$ cat config.mk
export PLATFORM = sky130hd
export DESIGN_NAME = text_console_ctrl
export DESIGN_NICKNAME = d
export VERILOG_FILES = /design/src/rtl/console_pkg.sv /design/src/rtl/console_clear_seq.sv /design/src/rtl/text_console_ctrl.sv
export SDC_FILE = /design/constraint.sdc
export NUM_CORES = 1
export LEC_CHECK = 0
export ABC_AREA = 1
export CAP_MARGIN = 20
export CORE_ASPECT_RATIO = 0.7
export CORE_MARGIN = 2
export CORE_UTILIZATION = 53
export CTS_BUF_LIST = sky130_fd_sc_hd__clkbuf_8
export CTS_CLUSTER_DIAMETER = 80
export DETAILED_ROUTE_END_ITERATION = 8
export PLACE_DENSITY = 0.86
export SKIP_CTS_REPAIR_TIMING = 1
export SYNTH_ARGS = -nofsm -noshare
export SYNTH_HDL_FRONTEND = slang
export SYNTH_HIERARCHICAL = 1
export SYNTH_SLANG_ARGS = --single-unit
$ cat constraint.sdc
create_clock -name clk -period 1.8 [get_ports clk]
set_clock_uncertainty 0.2 [all_clocks]
set_input_delay 0.18 -clock clk [delete_from_list [all_inputs] [get_ports clk]]
set_output_delay 0.18 -clock clk [all_outputs]
set_load 0.02 [all_outputs]
$ cat src/rtl/console_pkg.sv
// console_pkg: shared types, geometry, control codes and address helper for the text console
package console_pkg;

   typedef enum logic [1:0] {IDLE, WRITE, CLEAR, LINECLR} state_t;

   localparam int COLS   = 64;
   localparam int ROWS   = 20;
   localparam int ADDR_W = 16;
   localparam int COL_W  = $clog2(COLS);
   localparam int ROW_W  = $clog2(ROWS);
   localparam int CELLS  = ROWS * COLS;

   localparam logic [7:0] BLANK = 8'h20;
   localparam logic [7:0] CH_BS = 8'h08;
   localparam logic [7:0] CH_LF = 8'h0A;
   localparam logic [7:0] CH_FF = 8'h0C;
   localparam logic [7:0] CH_CR = 8'h0D;

   localparam logic [ROW_W-1:0] ROW_LAST = ROW_W'(ROWS - 1);
   localparam logic [COL_W-1:0] COL_LAST = COL_W'(COLS - 1);

   // COLS is a power of two, so row*COLS+col is just the concatenation
   function automatic logic [ADDR_W-1:0] cell_addr(input logic [ROW_W-1:0] r, input logic [COL_W-1:0] c);
      return ADDR_W'({r, c});
   endfunction

endpackage

$ cat src/rtl/console_clear_seq.sv
// console_clear_seq: base/length address walker used by full-screen and single-line clears
module console_clear_seq
   import console_pkg::*;
(
   input  logic              clk,
   input  logic              reset,
   input  logic              start,
   input  logic              step,
   input  logic [ADDR_W-1:0] base,
   input  logic [ADDR_W-1:0] len,
   output logic [ADDR_W-1:0] addr,
   output logic              done
);

   logic [ADDR_W-1:0] addr_q, addr_d, last_q, last_d;

   assign addr = addr_q;
   assign done = (addr_q == last_q);

   // load the range on start, advance one cell per granted step
   always_comb begin
      addr_d = start ? base : (step ? addr_q + 1'b1 : addr_q);
      last_d = start ? base + len - 1'b1 : last_q;
   end

   // state registers, cleared by the active-low synchronous reset
   always_ff @(posedge clk) begin
      if (!reset) begin
         addr_q <= '0;
         last_q <= '0;
      end else begin
         addr_q <= addr_d;
         last_q <= last_d;
      end
   end

endmodule

$ cat src/rtl/text_console_ctrl.sv
// text_console_ctrl: cursor/control-code writer and read-priority arbiter for the text memory
// Optional per-row blanking on row advance is enabled by defining CONSOLE_LINE_CLEAR_EN.
module text_console_ctrl
   import console_pkg::*;
(
   input  logic              clk,
   input  logic              reset,
   input  logic              in_valid,
   input  logic [7:0]        in_char,
   output logic              in_ready,
   input  logic              rd_req,
   input  logic [ADDR_W-1:0] rd_addr,
   output logic              rd_grant,
   output logic              mem_ren,
   output logic              mem_wen,
   output logic [ADDR_W-1:0] mem_addr,
   output logic [7:0]        mem_data,
   output logic [ROW_W-1:0]  cursor_row,
   output logic [COL_W-1:0]  cursor_col,
   output logic              busy
);

   state_t            state_q, state_d;
   logic [7:0]        char_q, char_d, data_q, data_d;
   logic [ROW_W-1:0]  row_q, row_d, row_inc;
   logic [COL_W-1:0]  col_q, col_d;
   logic [ADDR_W-1:0] addr_q, addr_d, seq_base, seq_len, seq_addr;
   logic              ren_q, ren_d, wen_q, wen_d, grant_q, grant_d, busy_q, busy_d;
   logic              seq_start, seq_step, seq_done, accept;

   assign in_ready   = (state_q == IDLE) && reset;
   assign accept     = in_valid && in_ready;
   assign row_inc    = (row_q == ROW_LAST) ? '0 : row_q + 1'b1;
   assign rd_grant   = grant_q;
   assign mem_ren    = ren_q;
   assign mem_wen    = wen_q;
   assign mem_addr   = addr_q;
   assign mem_data   = data_q;
   assign cursor_row = row_q;
   assign cursor_col = col_q;
   assign busy       = busy_q;

   console_clear_seq u_clear_seq (
      .clk   (clk),
      .reset (reset),
      .start (seq_start),
      .step  (seq_step),
      .base  (seq_base),
      .len   (seq_len),
      .addr  (seq_addr),
      .done  (seq_done)
   );

   // reads win every cycle; writes and clear steps only proceed when no read is requested
   always_comb begin
      state_d   = state_q;
      char_d    = char_q;
      row_d     = row_q;
      col_d     = col_q;
      addr_d    = addr_q;
      data_d    = data_q;
      ren_d     = rd_req;
      grant_d   = rd_req;
      wen_d     = 1'b0;
      seq_start = 1'b0;
      seq_step  = 1'b0;
      seq_base  = '0;
      seq_len   = ADDR_W'(CELLS);
      if (rd_req) addr_d = rd_addr;
      if (accept) begin
         char_d    = in_char;
         state_d   = (in_char == CH_FF) ? CLEAR : WRITE;
         seq_start = (in_char == CH_FF);
      end else if (state_q == WRITE && !rd_req) begin
         state_d = IDLE;
         if (char_q >= 8'h20 && char_q <= 8'h7E) begin
            wen_d  = 1'b1;
            addr_d = cell_addr(row_q, col_q);
            data_d = char_q;
            col_d  = (col_q == COL_LAST) ? '0 : col_q + 1'b1;
            row_d  = (col_q == COL_LAST) ? row_inc : row_q;
         end else if (char_q == CH_LF) begin
            col_d = '0;
            row_d = row_inc;
         end else if (char_q == CH_CR) begin
            col_d = '0;
         end else if (char_q == CH_BS && col_q != '0) begin
            wen_d  = 1'b1;
            col_d  = col_q - 1'b1;
            addr_d = cell_addr(row_q, col_q - 1'b1);
            data_d = BLANK;
         end
`ifdef CONSOLE_LINE_CLEAR_EN
         if (row_d != row_q) begin
            state_d   = LINECLR;
            seq_start = 1'b1;
            seq_base  = cell_addr(row_d, '0);
            seq_len   = ADDR_W'(COLS);
         end
`endif
      end else if ((state_q == CLEAR || state_q == LINECLR) && !rd_req) begin
         seq_step = 1'b1;
         wen_d    = 1'b1;
         addr_d   = seq_addr;
         data_d   = BLANK;
         if (seq_done) begin
            state_d = IDLE;
            row_d   = (state_q == CLEAR) ? '0 : row_q;
            col_d   = (state_q == CLEAR) ? '0 : col_q;
         end
      end
      busy_d = (state_d == CLEAR) || (state_d == LINECLR);
   end

   // registered state and outputs, all zero under reset
   always_ff @(posedge clk) begin
      if (!reset) begin
         state_q <= IDLE;
         char_q  <= '0;
         row_q   <= '0;
         col_q   <= '0;
         addr_q  <= '0;
         data_q  <= '0;
         ren_q   <= 1'b0;
         wen_q   <= 1'b0;
         grant_q <= 1'b0;
         busy_q  <= 1'b0;
      end else begin
         state_q <= state_d;
         char_q  <= char_d;
         row_q   <= row_d;
         col_q   <= col_d;
         addr_q  <= addr_d;
         data_q  <= data_d;
         ren_q   <= ren_d;
         wen_q   <= wen_d;
         grant_q <= grant_d;
         busy_q  <= busy_d;
      end
   end

endmodule

==> impl_metrics.env <==
export IMPL_hp_class="input pin to flop"
export IMPL_ios=68
export IMPL_path_class="flop to flop"
export IMPL_avgRoutedWirePerCell_um=14.2
export IMPL_nets=1205
export IMPL_yosysUniqueCellTypes=40
export IMPL_synth_seq_cells=80
export IMPL_crit_path_max_incr_delay_ps=360
export IMPL_grtUsageMet3_pct=8.20
export IMPL_ys_seq_area_share_pct=27.1
export IMPL_syn_to_final_growth_pct=36.4
export IMPL_placed_area_mm2=0.00748
export IMPL_ant_nets=0
export IMPL_setup_ws_ps=-371
export IMPL_grt_pass1_wl_mm=27.7
export IMPL_max_slew_margin_pct=65.3
export IMPL_clock_path_buffers=2
export IMPL_root_buffer="clkbuf_8"
export IMPL_h_tree_depth=3
export IMPL_final_util_pct=73.8
export IMPL_total_power_mw=4.47
export IMPL_initial_core_util_pct=54.1
export IMPL_cts_sinks=80
export IMPL_drt_total_wl_mm=18.4
export IMPL_endpoint_kind="flop"
export IMPL_grt_busiest_layer="met1"
export IMPL_io_buffer_count=67
export IMPL_insertion_delay_ps=390
export IMPL_synth_edf_count=0
export IMPL_crit_buf_inv=4
export IMPL_crit_arrival_ps=2270
export IMPL_hold_viol=0
export IMPL_grt_use_met2_pct=41.0
export IMPL_required_ps=1900
export IMPL_drt_iter0_markers=830
export IMPL_placedCellCount=1274
export IMPL_stdcell_area_mm2=0.00806
export IMPL_dp_slack_ps=-350
export IMPL_drc=0
export IMPL_startpoint_type="flop"
export IMPL_die_w_um=130
export IMPL_cts_tree="done"
export IMPL_postSynth_asyncResetShare_pct=0
export IMPL_viasPerCell=5.26
export IMPL_synth_cell_area_mm2=0.00591
export IMPL_vias=6841
export IMPL_worst_hold_slack_ps=249
export IMPL_rows=32
export IMPL_finalSetupTns_ps=-4560
export IMPL_drive_above_1_share_pct=18.6
export IMPL_fin_crit_sh_pct=121
export IMPL_synth_ff_type="dfxtp_1"
export IMPL_floorplan_die_area_mm2=0.0120
export IMPL_coreArea_mm2=0.0109
export IMPL_cp_slowest_cell="dfxtp_2"
export IMPL_p_per_area_mw_per_mm2=555
export IMPL_crit_path_max_fanout=4
export IMPL_p_leak_nw=4.08
export IMPL_grtUsageMet1_pct=41.5
export IMPL_syn_area_per_cell_um2=6.19
export IMPL_violations="negative setup slack"
export IMPL_ir_worst_vdd_v=0.000472
export IMPL_final_cell_count_no_fill=1300
export IMPL_worstPathCellList="inv_2, nand2_2, nand4_1, nor3_1, buf_4, nand4_1, nor2_2, nand2_2, o21ai_4, buf_6, buf_6, nand4_1, a21oi_1"
export IMPL_hpwl_mm=12.7
export IMPL_fin_crit_ps=2170
export IMPL_drt_pass1_iter_count=6
export IMPL_clk_pin_slew_ps=90
export IMPL_finalMaxSlewViolations=0
export IMPL_die_h_um=92.3
export IMPL_max_freq_mhz=461
export IMPL_ys_warn_count=6
export IMPL_grt_max_degree=44
export IMPL_maxCapViolCount=0
export IMPL_worst_slew_pin_slew_ps=515
export IMPL_antenna_found_initial=0
export IMPL_track_usage_pct=28.6
export IMPL_rsz0062_at_grt="true"
export IMPL_setup_viol=29
export IMPL_grt_overflow=0
export IMPL_place_congestion=1.01
export IMPL_critPathTopFamily="simple AND/OR/NAND/NOR gates"
export IMPL_outcome="complete, but fails checks"
export IMPL_grt_pass1_vias=6032
export IMPL_cts_buffers=9
export IMPL_diodes=0
export IMPL_cp_common_cell="nand4_1"
export IMPL_netlist_instances=954
==> registers in the layout, indices dropped and copies added (netlist names) <==
name	count
state_q	2
cursor_row	5
u_clear_seq/last_q	16
busy	1
mem_addr	16
mem_wen	1
rd_grant	1
char_q	8
cursor_col	6
mem_data	8
u_clear_seq/addr	16
==> layout make-up <==
cell class                 instances  area (µm²)
fill                             829        2870
inverter                         171         657
clock inverter                     6        48.8
sequential                        80        1630
clock buffer                      10         138
multi-input combinational        724        3970
tap                              153         191
timing repair buffer             156        1430
==> cell usage in the layout, fill, tap and decap left out, types with 13 or more instances in the layout <==
cell and n:
inv_1 153, dlymetal6s2s_1 13, ha_1 33, inv_2 14
clkdlybuf4s50_1 54, nand2_1 260, nand2_2 19, dfxtp_1 63
nand4_1 28, conb_1 50, buf_4 79, nand3_1 54
a21oi_1 56, dfxtp_2 16, xor2_1 22, nor2_1 72
o21ai_0 31
==> layer usage <==
layer | part of all wire, % | vias up
met4 | 2.9 | 0
met3 | 11 | 66
met1 | 43 | 3053
li1 | - | 3330
met5 | 0 | -
met2 | 43 | 392
==> cells in the mapped netlist, types with 2 or more instances <==
library cell	instances	area (µm²)
nand2_1	273	1020
inv_1	163	612
dfxtp_1	80	1600
nor2_1	78	293
a21oi_1	62	310
nand3_1	62	310
o21ai_0	38	190
ha_1	34	425
nand4_1	28	175
xor2_1	22	193
clkbuf_1	16	60.1
a22oi_1	11	82.6
nand2_2	10	62.6
nor3_1	9	45.0
xnor2_1	8	70.1
buf_2	7	35.0
inv_2	7	26.3
a21boi_0	5	37.5
nand3_2	4	40.0
nor2_4	4	45.0
o21ai_1	4	20.0
buf_1	3	11.3
nor2_2	3	18.8
o211ai_1	3	22.5
a21oi_2	2	17.5
buf_4	2	15.0
conb_1	2	7.51
o21bai_1	2	15.0
==> worst paths after layout <==
kind	end	slack, ps	cells past startpoint	from
min reg2reg	mem_data[7]$_SDFFE_PN0P_	250	2	mem_data[7]$_SDFFE_PN0P_
max	cursor_row[2]$_SDFFE_PN0P_	-370	13	u_clear_seq/addr[11]$_SDFFE_PN0P_
max reg2reg	cursor_row[2]$_SDFFE_PN0P_	-370	13	u_clear_seq/addr[11]$_SDFFE_PN0P_
min	char_q[4]$_SDFFE_PN0P_	250	3	in_char[4]
==> cell families after synthesis <==
logic type | count (synthesis) | share of synthesized area [%]
XOR/XNOR | 30 | 4.45
flip-flops | 80 | 27.1
adder cells (fa/ha/maj) | 35 | 7.54
AO/OA/AOI/OAI | 130 | 12.3
other | 2 | 0.127
AND/OR/NAND/NOR | 477 | 35.3
buffers and inverters | 200 | 13.2
==> worst min-delay path, cell delays in order <==
cell	delay (ps)
clkdlybuf4s50_1	410
o21ai_0	160
a21oi_1	50
==> power by group <==
| part | internal (mW) | switching (mW) |
|---|---|---|
| registers | 1.82 | 0.0409 |
| logic | 0.520 | 0.777 |
| clock network | 0.556 | 0.753 |
Note: power is estimated with default switching activity, not from simulation.
